<file path="src/rtl/flag_cond_unit.sv">
// rtl/flag_cond_unit.sv - flag register, LIFO flag stack and tttn condition evaluator
// Sits between the adder flag outputs and the branch unit.
module flag_cond_unit #(
    parameter int STK_DEPTH = 4,
    parameter int STK_AW    = 2
) (
    input  logic              clk,
    input  logic              rst_n,
    input  logic              flg_we,
    input  logic              sf_in,
    input  logic              cf_in,
    input  logic              of_in,
    input  logic              pf_in,
    input  logic              zf_in,
    input  logic              push,
    input  logic              pop,
    input  logic              cond_valid,
    input  logic [3:0]        cond_code,
    output logic              cond_ready,
    output logic              take_valid,
    output logic              take,
    input  logic              take_ack,
    output logic [4:0]        flags_out,
    output logic [STK_AW:0]   stk_cnt,
    output logic              stk_full,
    output logic              stk_empty,
    output logic              stk_err
);
    typedef enum logic [1:0] {IDLE, EVAL, RESP} state_t;

    localparam logic [STK_AW:0] DEPTH_C = (STK_AW+1)'(STK_DEPTH);

    state_t          state;
    logic            eval_ph;
    logic [3:0]      code_q;
    logic [4:0]      stk [STK_DEPTH];
    logic [STK_AW:0] cnt_m1;
    logic [4:0]      stk_top;
    logic            push_ok;
    logic            pop_ok;
    logic            err_now;

    assign stk_full  = (stk_cnt == DEPTH_C);
    assign stk_empty = (stk_cnt == '0);
    assign cnt_m1    = stk_cnt - 1'b1;
    assign stk_top   = stk[cnt_m1[STK_AW-1:0]];
    assign push_ok   = push & ~pop & ~stk_full;
    assign pop_ok    = pop & ~push & ~stk_empty;
    assign err_now   = (push & pop) | (push & stk_full) | (pop & stk_empty);

    // f = {SF,CF,OF,PF,ZF}; odd codes negate the even condition
    function automatic logic cond_eval(input logic [3:0] c, input logic [4:0] f);
        logic r;
        case (c[3:1])
            3'd0:    r = f[2];
            3'd1:    r = f[3];
            3'd2:    r = f[0];
            3'd3:    r = f[3] | f[0];
            3'd4:    r = f[4];
            3'd5:    r = f[1];
            3'd6:    r = f[4] ^ f[2];
            default: r = f[0] | (f[4] ^ f[2]);
        endcase
        return r ^ c[0];
    endfunction

    // Stack RAM is not reset; stk_cnt alone defines which entries are live.
    always_ff @(posedge clk) begin
        if (push_ok) begin
            stk[stk_cnt[STK_AW-1:0]] <= flags_out;
        end
    end

    always_ff @(posedge clk or negedge rst_n) begin
        if (!rst_n) begin
            flags_out <= '0;
            stk_cnt   <= '0;
            stk_err   <= 1'b0;
        end else begin
            stk_err <= err_now;
            if (pop_ok) begin
                flags_out <= stk_top;
                stk_cnt   <= cnt_m1;
            end else begin
                if (flg_we) begin
                    flags_out <= {sf_in, cf_in, of_in, pf_in, zf_in};
                end
                if (push_ok) begin
                    stk_cnt <= stk_cnt + 1'b1;
                end
            end
        end
    end

    // EVAL spans two cycles: the first samples FR, the second raises take_valid.
    always_ff @(posedge clk or negedge rst_n) begin
        if (!rst_n) begin
            state      <= IDLE;
            eval_ph    <= 1'b0;
            code_q     <= '0;
            cond_ready <= 1'b1;
            take_valid <= 1'b0;
            take       <= 1'b0;
        end else begin
            case (state)
                IDLE: begin
                    if (cond_valid) begin
                        code_q     <= cond_code;
                        cond_ready <= 1'b0;
                        eval_ph    <= 1'b0;
                        state      <= EVAL;
                    end
                end
                EVAL: begin
                    if (!eval_ph) begin
                        take    <= cond_eval(code_q, flags_out);
                        eval_ph <= 1'b1;
                    end else begin
                        eval_ph    <= 1'b0;
                        take_valid <= 1'b1;
                        state      <= RESP;
                    end
                end
                RESP: begin
                    if (take_ack) begin
                        take_valid <= 1'b0;
                        cond_ready <= 1'b1;
                        state      <= IDLE;
                    end
                end
                default: begin
                    state      <= IDLE;
                    cond_ready <= 1'b1;
                    take_valid <= 1'b0;
                end
            endcase
        end
    end
endmodule

</file>
<file path="config.mk">
export PLATFORM = sky130hd
export DESIGN_NAME = flag_cond_unit
export DESIGN_NICKNAME = d
export VERILOG_FILES = /design/src/rtl/flag_cond_unit.sv
export SDC_FILE = /design/constraint.sdc
export NUM_CORES = 1
export LEC_CHECK = 0
export ABC_AREA = 0
export BUFFER_PORTS_ARGS = -buffer_cell sky130_fd_sc_hd__buf_2
export CORE_AREA = 2 2 68 95
export DETAILED_ROUTE_END_ITERATION = 8
export DIE_AREA = 0 0 70 97
export PLACE_DENSITY = 0.52
export SYNTH_ARGS = -nofsm -noshare
export SYNTH_HDL_FRONTEND = slang
export SYNTH_SLANG_ARGS = --single-unit
</file>
<file path="constraint.sdc">
create_clock -name clk -period 2.7 [get_ports clk]
set_clock_uncertainty 0.1 [all_clocks]
set_input_delay 0.405 -clock clk [delete_from_list [all_inputs] [get_ports clk]]
set_output_delay 0.405 -clock clk [all_outputs]
set_load 0.01 [all_outputs]
</file>
==> results by group <==
Job
  • Max cap viols: 0

Clock tree
  • Cts bufs inserted: 5
  • H-tree depth: 2
  • Post-CTS Setup Inserts: 0
  • Reg clk slew, reported paths: 70 ps
  • CTS sink count: 39
  • Max clock buf depth: 2
  • CTS resizes: 0
  • Clock Latency Late Sink: 290 ps
  • Clk root buf: clkbuf_8
  • TritonCTS clock tree: yes

Setup path
  • WS Path Type: flop to output pin
  • Crit path required time: 2190 ps
  • Reg2reg start: stk_cnt[1]$_DFFE_PN0P_
  • FF-to-FF setup slack: 840 ps
  • R2R cell count: 6
  • Crit start category: flop
  • Critical Path End Type: output pin
  • Arr. time, crit path: 1470 ps
  • RR Endpoint: stk_cnt[1]$_DFFE_PN0P_
  • Crit path max fanout: 5

Logic synthesis
  • Most frequent cell after synthesis: edfxtp_1
  • Post-synth EDFFs: 20
  • Count of different cell masters after synthesis: 36
  • Synth top area share: 0.3471
  • Synthesized Nets: 146
  • Ys async rst share: 0.4872
  • Netlist Area Pre-Place: 1730 sq um
  • Ranking of synthesized cells by area: edfxtp_1, dfrtp_1, mux4_2
  • Syn Area/Cell: 13.84 sq um
  • Sequential fraction of the synthesis area: 0.6226
  • Syn Inst Count: 125
  • YS warnings: 0
  • Ys flop type: edfxtp_1
  • Dominant cell type by area after synthesis: edfxtp_1
  • Top cells by count, synth: edfxtp_1, dfrtp_1, a21oi_1
  • Synthesized flop and latch total: 39

Timing
  • Max-Slew Margin vs Limit: 0.6634
  • Post-route setup slack: 720.2 ps
  • Crit path time final: 1980 ps
  • Crit share post-route: 0.7333
  • FMAX: 505.1 MHz
  • Max-slew violations: 0
  • Worst-margin pin slew: 503.9 ps
  • Endpoints failing hold: 0
  • Final setup viols: 0
  • TNS Setup: 0 ps
  • Unrepaired setup endpoints after global routing: no

Detailed routing
  • Drt drc: 0
  • Vias per std cell: 4.752
  • Total iterations of the first detailed-routing run: 3
  • Antenna viol nets, final: 0
  • Routed length per instance: 15.33 um
  • Total number of vias: 1093
  • WL final: 3525 um
  • Initial drt markers: 20

Cells and area
  • Synth-to-Final Area Change: 19.31%
  • Multi-input logic area: 618.1 sq um
  • Fill count: 603
  • # nets final: 180
  • Share of layout cells above drive strength 1: 0.3188
  • ANT cells: 0
  • FF+latch area: 1077 sq um

Die
  • Die span in y: 97 um
  • Initial core utilization: 0.2951
  • Core box area: 5863 sq um
  • Io pins: 30
  • Chip width: 70 um
  • Die area: 6790 sq um
  • # rows: 33

Global routing
  • Largest net degree at the start of global routing: 20
  • First-pass GRT wire length: 5899 um
  • GRT Total Usage: 0.1143
  • GRT overflow: 0
  • Vias in the first global route: 1179
  • Initial antenna violation count: 0

Pwr
  • Power, Total: 2.206 mW
  • Pint: 1.468 mW
  • Switching Fraction: 0.3345
  • Comb pwr share: 0.330
  • Max VDD drop: 0.0005257 V
  • Pwr/cell area: 1069 nW/um^2
  • Seq pwr share: 0.460
  • Net Switching: 0.7379 mW
  • P_leak: 0.8484 nW
  • Clock power share: 0.210

Placement
  • Dpl ws: 815.0 ps
  • Placer congestion estimate: 0.7944
  • # port buffers: 29
  • Post-DP HPWL: 2698 um

Worst hold path
  • Hold Path End: code_q[3]$_DFFE_PN0P_
  • Hold_sp: cond_code[3]
  • WHS Path Cells: 2
  • Hold WC Path Type: input port to flop

Run status
  • Status: finished clean
-- metal layers --
metal  vias up  global-route usage  part of all wire
met1       546              0.1199              0.38
met2        21              0.2095              0.57
li1        520                   -                 -
met3         6             0.02500             0.032
met4         0             0.05769             0.022
met5         -                   0                 0
-- cells in the final DEF (no fill, tap or decap), drive strengths merged --
master        n
nand3b        1
dfrtp        18
mux2i         6
and2          4
a22o          1
nand2         9
edfxtp       20
buf          30
and3b         1
xnor2         2
nor2         10
nor3          1
clkbuf        5
ha            5
o211ai        1
nor2b         1
dfstp         1
a211oi        1
nand2b        1
o21bai        1
a21oi        12
nor3b         1
mux2          5
o21ai         5
mux4          5
xor2          1
inv           3
nand4b        1
or3b          3
clkinv        2
dlygate4sd3   1
bufinv        1
nand3         1
-- layout make-up --
class,instances,area share
Multi-Input combinational cell,79,0.2994
Clock inverter,3,0.01879
Tap cell,70,0.04242
Timing Repair Buffer,31,0.07879
Sequential cell,39,0.5218
Clock buffer,5,0.03333
Inverter,3,0.005455
-- worst max path at each step --
stage,from,end,slack (ps),cells after the start
floorplan,stk_cnt[0]$_DFFE_PN0P_,flags_out[0]$_DFFE_PN0P_,670,8
global placement,stk_cnt[1]$_DFFE_PN0P_,stk_cnt[1]$_DFFE_PN0P_,910,6
detailed placement,stk_cnt[1]$_DFFE_PN0P_,stk[3][0]$_DFFE_PP_,810,5
CTS,stk_cnt[1]$_DFFE_PN0P_,stk_empty,710,4
global route,stk_cnt[1]$_DFFE_PN0P_,stk_empty,580,4
finish,stk_cnt[1]$_DFFE_PN0P_,stk_empty,720,4
-- worst max-delay path, stage by stage (launching register included) --
cell     delay, ps
dfrtp_1        420
inv_1          130
ha_1           230
nor2b_1        230
buf_2          170
-- kinds of logic (layout without fill, tap and decap cells) --
kind of cell	after synthesis	in the layout	share of synthesized area
buf+inv	7	42	0.02024
flops	39	39	0.6226
simple gates	34	34	0.1041
compound gates	21	21	0.06942
mux	16	16	0.1323
fa+ha+maj	5	5	0.03615
xor+xnor	3	3	0.01519
-- state kept, by name, summed over array words and instances (netlist names) --
| register | count |
|---|---|
| take_valid | 1 |
| cond_ready | 1 |
| flags_out | 5 |
| stk | 20 |
| code_q | 4 |
| eval_ph | 1 |
| state | 2 |
| stk_cnt | 3 |
| stk_err | 1 |
| take | 1 |
-- per-stage QoR --
step	hold WS [ps]	instance area, sq um	util	instances
finish	247.9	2064	0.3521	230
global route	242.2	2064	0.3521	230
CTS	237.2	2064	0.3521	230
detailed placement	283.4	1947	0.3321	221
global placement	278.5	1947	0.3321	221
floorplan	9.409	1730	-	125
-- power groups by stage --
stage               logic (mW)  clock network, mW  registers (mW)
floorplan                0.497                  0            1.01
CTS                      0.749              0.481            1.02
global route             0.822              0.508            1.05
detailed placement       0.744                  0            1.03
finish                   0.728              0.463            1.01
global placement         0.722                  0            1.02
-- timing repair --
| action | CTS | global route |
|---|---|---|
| hold buffers | 1 | 0 |
| endpoints found under the setup margin | 0 | 0 |
| endpoints found under the hold margin | 18 | 0 |
Power figures use the tool's default switching activity.
